`src/rtl/buzz_pkg.sv`:
```
// Shared types and constants for the buzzer scheduler.
package buzz_pkg;

  // Scheduler FSM states.
  typedef enum logic [1:0] {
    ST_IDLE = 2'd0,
    ST_PLAY = 2'd1,
    ST_GAP  = 2'd2
  } buzz_state_e;

  // Requester slots; a lower index has higher priority.
  localparam int REQ_ALARM    = 0;
  localparam int REQ_POWERON  = 1;
  localparam int REQ_KEYCLICK = 2;

endpackage

```
`src/rtl/buzzer_sched_if.sv`:
```
// Request/grant bundle between the sound-producing FSMs and the buzzer scheduler.
//
// Handshake: req[i] is a level request. The requester raises it and holds it
// (with its half_period/duration slice) until the scheduler answers with a
// one-cycle done[i] or abort[i] pulse. gnt[i] is high while slot i owns the
// buzzer. Dropping req[i] while granted ends the grant early (abort[i]).
// A req[i] still high after done[i] is treated as a new request.
interface buzzer_sched_if #(
  parameter int NREQ = 3,
  parameter int W    = 32
) ();
  logic [NREQ-1:0]   req;
  logic [NREQ*W-1:0] half_period;
  logic [NREQ*W-1:0] duration;
  logic [NREQ-1:0]   gnt;
  logic [NREQ-1:0]   done;
  logic [NREQ-1:0]   abort;
  logic              busy;
  logic              melody;

  modport master (
    output req, half_period, duration,
    input  gnt, done, abort, busy, melody
  );

  modport slave (
    input  req, half_period, duration,
    output gnt, done, abort, busy, melody
  );
endinterface

```
`src/rtl/tone_gen.sv`:
```
// Square-wave generator: toggles melody every half_period cycles while en is
// high. clear returns the counter and output to 0 (first PLAY cycle, idle, gap).
module tone_gen #(
  parameter int W = 32
) (
  input  logic         clk,
  input  logic         rst,
  input  logic         en,
  input  logic         clear,
  input  logic [W-1:0] half_period,
  output logic         melody
);

  logic [W-1:0] cnt_q, cnt_d;
  logic         mel_q, mel_d;

  // Next tone counter / toggle value; clear dominates en.
  always_comb begin
    cnt_d = cnt_q;
    mel_d = mel_q;
    if (clear) begin
      cnt_d = '0;
      mel_d = 1'b0;
    end else if (en) begin
      if (cnt_q == half_period - W'(1)) begin
        cnt_d = '0;
        mel_d = ~mel_q;
      end else begin
        cnt_d = cnt_q + W'(1);
      end
    end
  end

  // Tone state registers.
  always_ff @(posedge clk or negedge rst) begin
    if (!rst) begin
      cnt_q <= '0;
      mel_q <= 1'b0;
    end else begin
      cnt_q <= cnt_d;
      mel_q <= mel_d;
    end
  end

  assign melody = mel_q;

endmodule

```
`src/rtl/buzzer_sched.sv`:
```
// Buzzer scheduler: fixed-priority arbitration of up to NREQ sound requesters
// onto one piezo output, with per-grant duration, done/abort pulses and a
// silent gap between grants.
// Optional macro BUZZ_PREEMPT_EN: a higher-priority request ends the current
// grant immediately (abort) and takes the buzzer without a gap.
module buzzer_sched
  import buzz_pkg::*;
#(
  parameter int NREQ = 3,
  parameter int W    = 32,
  parameter int GAP  = 1_000_000
) (
  input  logic           clk,
  input  logic           rst,
  buzzer_sched_if.slave  bus,
  output buzz_state_e    dbg_state
);

  localparam int IW = (NREQ > 1) ? $clog2(NREQ) : 1;
  localparam logic [NREQ-1:0] ONE = NREQ'(1);

  buzz_state_e     state_q, state_d;
  logic [IW-1:0]   win_q, win_d;
  logic [W-1:0]    hp_q, hp_d;
  logic [W-1:0]    dur_q, dur_d;
  logic [W-1:0]    gap_q, gap_d;
  logic [NREQ-1:0] gnt_q, gnt_d;
  logic [NREQ-1:0] done_q, done_d;
  logic [NREQ-1:0] abort_q, abort_d;
  logic            busy_q, busy_d;

  logic [IW-1:0]   pick;
  logic            req_any;
  logic            own_req;
  logic            tone_run;
  logic            finish;
  logic            melody_w;

  // A zero field would never terminate the count; treat it as one cycle.
  function automatic logic [W-1:0] nz(input logic [W-1:0] v);
    return (v == '0) ? W'(1) : v;
  endfunction

  // Lowest-index set request wins the arbitration.
  always_comb begin
    pick = '0;
    for (int i = NREQ - 1; i >= 0; i--) begin
      if (bus.req[i]) pick = IW'(i);
    end
  end

  assign req_any = |bus.req;
  assign own_req = |(bus.req & (ONE << win_q));

  // FSM next state, latched fields, counters and registered outputs.
  always_comb begin
    state_d  = state_q;
    win_d    = win_q;
    hp_d     = hp_q;
    dur_d    = dur_q;
    gap_d    = gap_q;
    done_d   = '0;
    abort_d  = '0;
    tone_run = 1'b0;
    finish   = 1'b0;

    case (state_q)
      ST_IDLE: begin
        if (req_any) begin
          state_d = ST_PLAY;
          win_d   = pick;
          hp_d    = nz(bus.half_period[int'(pick)*W +: W]);
          dur_d   = nz(bus.duration[int'(pick)*W +: W]);
        end
      end
      ST_PLAY: begin
        if (dur_q == W'(1)) begin
          // Completion wins over a same-cycle release or preemption.
          done_d = ONE << win_q;
          finish = 1'b1;
        end
`ifdef BUZZ_PREEMPT_EN
        else if (req_any && (pick < win_q)) begin
          abort_d = ONE << win_q;
          win_d   = pick;
          hp_d    = nz(bus.half_period[int'(pick)*W +: W]);
          dur_d   = nz(bus.duration[int'(pick)*W +: W]);
        end
`endif
        else if (!own_req) begin
          abort_d = ONE << win_q;
          finish  = 1'b1;
        end else begin
          dur_d    = dur_q - W'(1);
          tone_run = 1'b1;
        end
      end
      ST_GAP: begin
        if (gap_q <= W'(1)) begin
          state_d = ST_IDLE;
          gap_d   = '0;
        end else begin
          gap_d = gap_q - W'(1);
        end
      end
      default: state_d = ST_IDLE;
    endcase

    if (finish) begin
      dur_d = '0;
      if (GAP == 0) begin
        state_d = ST_IDLE;
      end else begin
        state_d = ST_GAP;
        gap_d   = W'(GAP);
      end
    end

    gnt_d  = (state_d == ST_PLAY) ? (ONE << win_d) : '0;
    busy_d = (state_d != ST_IDLE);
  end

  // State, counters and output registers.
  always_ff @(posedge clk or negedge rst) begin
    if (!rst) begin
      state_q <= ST_IDLE;
      win_q   <= '0;
      hp_q    <= '0;
      dur_q   <= '0;
      gap_q   <= '0;
      gnt_q   <= '0;
      done_q  <= '0;
      abort_q <= '0;
      busy_q  <= 1'b0;
    end else begin
      state_q <= state_d;
      win_q   <= win_d;
      hp_q    <= hp_d;
      dur_q   <= dur_d;
      gap_q   <= gap_d;
      gnt_q   <= gnt_d;
      done_q  <= done_d;
      abort_q <= abort_d;
      busy_q  <= busy_d;
    end
  end

  tone_gen #(.W(W)) u_tone (
    .clk         (clk),
    .rst         (rst),
    .en          (state_q == ST_PLAY),
    .clear       (!tone_run),
    .half_period (hp_q),
    .melody      (melody_w)
  );

  assign bus.gnt    = gnt_q;
  assign bus.done   = done_q;
  assign bus.abort  = abort_q;
  assign bus.busy   = busy_q;
  assign bus.melody = melody_w;
  assign dbg_state  = state_q;

endmodule
```
`src/flat_wrapper.sv`:
```
// flat-port wrapper written by rule: the top's interface ports become plain ports
module buzzer_sched_flat import buzz_pkg::*;
#(
  parameter int NREQ = 3,
  parameter int W    = 32,
  parameter int GAP  = 1_000_000
)
  (clk, rst, dbg_state, bus_req, bus_half_period, bus_duration, bus_gnt, bus_done, bus_abort, bus_busy, bus_melody);
  buzzer_sched_if #(.NREQ(NREQ), .W(W)) bus_i ();
  input  logic clk;
  input  logic rst;
  output buzz_state_e dbg_state;
  input wire logic [$bits(bus_i.req)-1:0] bus_req;
  input wire logic [$bits(bus_i.half_period)-1:0] bus_half_period;
  input wire logic [$bits(bus_i.duration)-1:0] bus_duration;
  output wire logic [$bits(bus_i.gnt)-1:0] bus_gnt;
  output wire logic [$bits(bus_i.done)-1:0] bus_done;
  output wire logic [$bits(bus_i.abort)-1:0] bus_abort;
  output wire logic [$bits(bus_i.busy)-1:0] bus_busy;
  output wire logic [$bits(bus_i.melody)-1:0] bus_melody;
  assign bus_i.req = bus_req;
  assign bus_i.half_period = bus_half_period;
  assign bus_i.duration = bus_duration;
  assign bus_gnt = bus_i.gnt;
  assign bus_done = bus_i.done;
  assign bus_abort = bus_i.abort;
  assign bus_busy = bus_i.busy;
  assign bus_melody = bus_i.melody;
  buzzer_sched #(.NREQ(NREQ), .W(W), .GAP(GAP)) u_core (.clk(clk), .rst(rst), .bus(bus_i), .dbg_state(dbg_state));
endmodule
```
`config.mk`:
```
export PLATFORM = sky130hd
export DESIGN_NAME = buzzer_sched_flat
export DESIGN_NICKNAME = d
export VERILOG_FILES = /design/src/rtl/buzz_pkg.sv /design/src/rtl/buzzer_sched_if.sv /design/src/rtl/tone_gen.sv /design/src/rtl/buzzer_sched.sv /design/src/flat_wrapper.sv
export SDC_FILE = /design/constraint.sdc
export NUM_CORES = 1
export LEC_CHECK = 0
export CORE_UTILIZATION = 52
export DETAILED_ROUTE_END_ITERATION = 7
export PLACE_DENSITY = 0.93
export SLEW_MARGIN = 10
export SYNTH_ARGS = -nofsm -noshare
export SYNTH_HDL_FRONTEND = slang
export SYNTH_SLANG_ARGS = --single-unit
```
`constraint.sdc`:
```
create_clock -name clk -period 3.95 [get_ports clk]
set_clock_uncertainty 0.1 [all_clocks]
set_input_delay 0.9875 -clock clk [delete_from_list [all_inputs] [get_ports clk]]
set_output_delay 0.9875 -clock clk [all_outputs]
set_load 0.05 [all_outputs]
```
# After elaboration in Yosys (flattened, before gate mapping)
# Cells that the tools add are included.
[word_totals] regBits=143 elab_cells=80 output_inout_bits=13
[op_classes] reduce_logical=11 n_shift=4 n_lt_le_gt_ge=1 add_sub_neg=4 n_bitwise=2 n_eq_ne=10 n_mux=37
[ops] op="$mux 32" n=12
[ops] op="$shiftx 96x8->32" n=2
[ops] op="$sub 32x1->32 const B" n=3
[ops] op="$logic_not 32->1" n=2
[ops] op="$pmux 32 s2" n=1
[ops] op="$add 32x1->32 const B" n=1
[ops] op="$eq 32x1->1 const B" n=1
[ops] op="$eq 32x32->1" n=1
[ops] op="$le 32x1->1 const B" n=1
[ops] op="$mux 3" n=6
[ops] op="$mux 2" n=8
[ops] op="$mux 1" n=9
[ops] op="$ne 3x1->1 const B" n=2
[ops] op="$pmux 2 s3" n=1
[ops] op="$reduce_or 3->1" n=2
[ops] op="$shl 1x2->3 const A" n=2
[ops] op="$eq 2x1->1 const B" n=2
[ops] op="$ne 2x2->1 const B" n=2
[ops] op="$reduce_and 2->1" n=2
[ops] op="$reduce_and 4->1" n=1
[ops] op="$reduce_bool 2->1" n=2
[ops] op="$and 3x3->3" n=1
[ops] op="$ne 3x2->1 const B" n=1
[ops] op="$reduce_bool 3->1" n=1
[ops] op="other kinds (3)" n=3

# Depth between registers and ports, before layout
[depth] word_depth=9 depth_mapped=13

# By module
# A second synthesis with hierarchy kept.
[unflattened] cells_unflattened=1196 hier_area_um2=9862.0
[by_module_without_submodules] mod="buzzer_sched" cells_each=831 area_each_um2=6927.9 seq_area_each_um2=2752.6 instances=1
[by_module_without_submodules] mod="tone_gen" cells_each=365 area_each_um2=2934.1 seq_area_each_um2=825.8 instances=1

# Worst setup path after synthesis
# No wires, ideal clock.
[synth_timing] path_kind="input to register" startpoint="in bus_req[1]" endpoint="reg u_core.dur_q[0]" t_arrival_ps=3722 setup_slack_ps=44 t_required_ps=3766 stages=11 cell_sequence="clkbuf_1 > nor2b_1 > buf_1 > clkbuf_1 > mux2i_1 > nor2_1 > a21oi_1 > or4b_2 > nor4_1 > a21oi_1 > o22ai_1"
[synth_between] elab_chain_cells=8 word_cells_on_any_way=19 cone_classes="eq/ne: 3; shift: 1; mux: 9; bitwise: 1; reduce/logical: 5"
[synth_rtl] element="start: declaration" line="flat_wrapper.sv:13" source="input wire logic [$bits(bus_i.req)-1:0] bus_req;"
[synth_rtl] element="$mux 2 (2 in series)" line="buzzer_sched.sv:48" source="if (bus.req[i]) pick = IW'(i);"
[synth_rtl] element="$shiftx 96x8->32" line="buzzer_sched.sv:73" source="dur_d = nz(bus.duration[int'(pick)*W +: W]);"
[synth_rtl] element="$logic_not 32->1" line="buzzer_sched.sv:41" source="return (v == '0) ? W'(1) : v;"
[synth_rtl] element="$mux 32" line="buzzer_sched.sv:41"
[synth_rtl] element="$mux 32" line="buzzer_sched.sv:69" source="if (req_any) begin"
[synth_rtl] element="$pmux 32 s2" line="buzzer_sched.sv:67" source="case (state_q)"
[synth_rtl] element="$mux 32" line="buzzer_sched.sv:109" source="if (finish) begin"
[synth_rtl] element="end signal: assignment" line="buzzer_sched.sv:139" source="dur_q <= dur_d;"
[synth_rtl] element="end: declaration" line="buzzer_sched.sv:25" source="logic [W-1:0] dur_q, dur_d;"
# Parallel ways exist; a longest one is shown, timed or not. The select of a mux whose other input is x is not followed.
# A chain may end at the register's enable or synchronous reset.

# Final worst setup path
[layout_timing] startpoint="in bus_req[1]" endpoint="reg u_core.hp_q[0]"
[layout_between] elab_chain_cells=5 word_cells_on_any_way=7 cone_classes="shift: 1; mux: 3; reduce/logical: 3"
[layout_rtl] element="$mux 2 (2 in series)" line="buzzer_sched.sv:48"
[layout_rtl] element="$shiftx 96x8->32" line="buzzer_sched.sv:72" source="hp_d = nz(bus.half_period[int'(pick)*W +: W]);"
[layout_rtl] element="$logic_not 32->1" line="buzzer_sched.sv:41"
[layout_rtl] element="$mux 32" line="buzzer_sched.sv:41"
[layout_rtl] element="end signal: assignment" line="buzzer_sched.sv:138" source="hp_q <= hp_d;"
[layout_rtl] element="end: declaration" line="buzzer_sched.sv:24" source="logic [W-1:0] hp_q, hp_d;"
# Parallel ways exist; a longest one is shown, timed or not.

==> results.yml <==
floorplanning:
  die_area_sq_um: 19250
  num_io_pins: 210
  core.rowCount: 49
  fp.dieW_microns: 138.8
  core_area_sq_um: 18150
  die_h_microns: 138.8
  start_util_pct: 53.59
cells_and_area:
  final_nets: 1620
  area_growth_syn_to_layout_pct: 31.48
  design_area_sq_um: 12790
  drive_gt1_share_pct: 6.713
yosys:
  synth_compound_area_share_pct: 19.53
  syn-num-nets: 1425
  ys_ff_latch: 143
  synth_simple_gate_area_share_pct: 27.01
  ys_warn_count: 0
  synth_adder_area_share_pct: 0.7720
  synth_edf_count: 0
  yosys.cell_types.count: 65
  synth_top_family_by_area: "simple AND/OR/NAND/NOR gates"
  synthArstFlopShare_pct: 100.0
  syn_inst: 1222
  syn-cell-area_sq_um: 9724
  synth_xor_area_share_pct: 6.305
  synth.area.mux_share_pct: 5.623
  synth_flop_cell: "dfrtp_1"
  yosysSeqAreaShare_pct: 36.80
  avgSynthCellArea_sq_um: 7.958
run:
  maxCapViolations: 0
detailed_routing:
  drt-vias-per-instance: 6.404
  drt-total-wl_microns: 31860
  vias: 10630
  drc: 0
  wire_per_inst_microns: 19.19
  antenna_left: 0
  first_pass_iters: 6
  drtIter0Drc: 1189
worst_setup_path:
  critPathTopFamily: "buffers and inverters"
  path_class: "input pin to register"
  endpoint_kind: "register"
  start_kind: "input pin"
  cp.required_ns: 4.18
  cp_cell_sequence: "clkdlybuf4s50_1 -> nor2b_4 -> buf_12 -> buf_4 -> mux2i_1 -> nor2_1 -> a21oi_1 -> nand4_1 -> or4_1 -> o211ai_1 -> a21boi_0"
  cp_num_buf_inv: 3
  cp_max_fo: 15
  cpPeakStageDelay_ns: 0.58
  crit_path_top_delay_cell: "clkdlybuf4s50_1"
  cp.arrival_ns: 3.91
clock_tree:
  clock-root-buffer: "clkbuf_16"
  clk_pin_slew_ns: 0.06
  cts_resized: 0
  cts_hold_buf: 0
  clk_latency_ns: 0.44
  cts_max_path_buffers: 2
  clock-sinks: 143
  cts-buffers-inserted: 17
  cts_setup_buffers: 0
  h-tree-depth: 4
  cts_tree: "done"
power_and_ir_drop:
  pwr_density_cell_nw_per_um2: 604.5
  p_leak_uw: 0.005106
  irDropWorstVdd_mv: 0.3668
global_route:
  grtUsageTotal_pct: 33.65
  grt_pass1_vias: 10420
  grt_pass1_wl_microns: 51660
  grt_overflow_total: 0
  grt_max_degree: 73
  antenna_found_initial: 1
timing:
  fin_setup_tns_ns: 0
  setup_violations: 0
  post-route-period-util_pct: 93.12
  fmax_mhz: 271.9
  fin_crit_ns: 3.678
  slew_violations: 0
  hold_violations: 0
  worst_pin_slew_ns: 1.173
  slew_headroom_pct: 21.81
  rsz0062_at_grt: "false"
min_path:
  hold_path.class: "register to register"
placement:
  dp_hpwl_microns: 23200
  place_congestion: 0.9546
  placed_area_sq_um: 12200
  io_buffers: 209
status:
  status: "finished, final reports clean"
routing by layer:
metal	vias to the layer above	global-route usage [%]	share of wire, %
met5	-	0	0
met4	0	19.88	4.9
met3	139	7.700	8.7
met2	650	56.00	49
met1	4993	40.05	38
li1	4848	-	-
Yosys cell counts, types with 13 or more instances:
library cell | count | area share, %
a21oi_1 | 113 | 5.8
a22oi_1 | 22 | 1.7
a31oi_1 | 16 | 1.0
and3_1 | 16 | 1.0
clkbuf_1 | 58 | 2.2
dfrtp_1 | 143 | 37
inv_1 | 21 | 0.81
mux2i_1 | 49 | 5.0
nand2_1 | 130 | 5.0
nand3_1 | 27 | 1.4
nand4_1 | 25 | 1.6
nor2_1 | 130 | 5.0
nor3_1 | 77 | 4.0
nor4_1 | 33 | 2.1
o21ai_0 | 120 | 6.2
o22ai_1 | 13 | 0.84
or4_1 | 16 | 1.2
xnor2_1 | 33 | 3.0
xor2_1 | 37 | 3.3
flip-flops by register name (all words and copies together), names as in the netlist:
| signal | cells |
|---|---|
| u_core.u_tone.melody | 1 |
| u_core.u_tone.cnt_q | 32 |
| u_core.bus.gnt | 3 |
| u_core.dur_q | 32 |
| u_core.bus.done | 3 |
| u_core.dbg_state | 2 |
| u_core.bus.abort | 3 |
| u_core.bus.busy | 1 |
| u_core.gap_q | 32 |
| u_core.hp_q | 32 |
| u_core.win_q | 2 |
placed cells by master, fill, tap and decap left out, types with 4 or more instances in the layout:
cell,count
clkdlybuf4s50_1,208
dfrtp_1,143
nor2_1,130
nand2_1,130
o21ai_0,120
a21oi_1,113
nor3_1,77
mux2i_1,49
xor2_1,37
nor4_1,33
xnor2_1,33
buf_4,32
nand3_1,27
nand4_1,25
a22oi_1,22
inv_1,21
clkbuf_16,17
or4_1,16
and3_1,16
a31oi_1,16
o22ai_1,13
or3_1,10
nand2b_1,10
nor2b_1,7
nor3b_1,7
buf_12,7
or2_2,6
ha_1,6
clkinv_2,6
o31ai_1,5
mux2_2,5
nand3b_1,5
o311ai_0,5
and4_1,5
a221o_1,4
and2_1,4
nor3_2,4
per-stage QoR:
step | instances | power (uW) | util (%) | setup slack (ns) | hold slack (ns)
global placement | 1627 | 5761 | 67.24 | 0.2068 | 0.3608
finish | 1660 | 7729 | 70.46 | 0.2717 | 0.3748
CTS | 1659 | 7599 | 70.44 | 0.3253 | 0.3743
global route | 1660 | 8131 | 70.46 | 0.09411 | 0.3917
detailed placement | 1627 | 5924 | 67.24 | 0.07834 | 0.3665
floorplan | 1222 | 4740 | - | 0.04418 | 0.3415
final timing paths:
check	from	end	slack, ns	cells past startpoint
max in group asynchronous	rst	u_core.gap_q[5]	2.47	2
min in group asynchronous	rst	u_core.dur_q[28]	0.46	1
min reg2reg	u_core.gap_q[24]	u_core.gap_q[24]	0.37	1
max reg2reg	u_core.hp_q[14]	u_core.u_tone.cnt_q[4]	0.43	9
min	u_core.gap_q[24]	u_core.gap_q[24]	0.37	1
max	bus_req[1]	u_core.hp_q[0]	0.27	11
where the power goes:
| part | switching [uW] | leakage, uW | internal, uW |
|---|---|---|---|
| clock network | 650 | 0.000283 | 985 |
| registers | 666 | 0.00185 | 1900 |
| logic | 2130 | 0.00298 | 1400 |
logic make-up after synthesis:
logic type | count (synthesis)
buffers and inverters | 93
xor gates and xnor gates | 70
adders and majority gates | 6
muxes | 54
AOI/OAI and AO/OA | 330
and+or+nand+nor | 526
DFF | 143
layout make-up:
class	count	area, sq um
diodes	1	2.502
inverters	21	78.83
well taps	229	286.5
multi-input cells	986	5786
flip-flops and latches	143	3578
clock inverters	12	143.9
clock buffers	20	436.7
fillers	1332	5361
repair buffers	248	2474
Power figures use the tool's default switching activity.
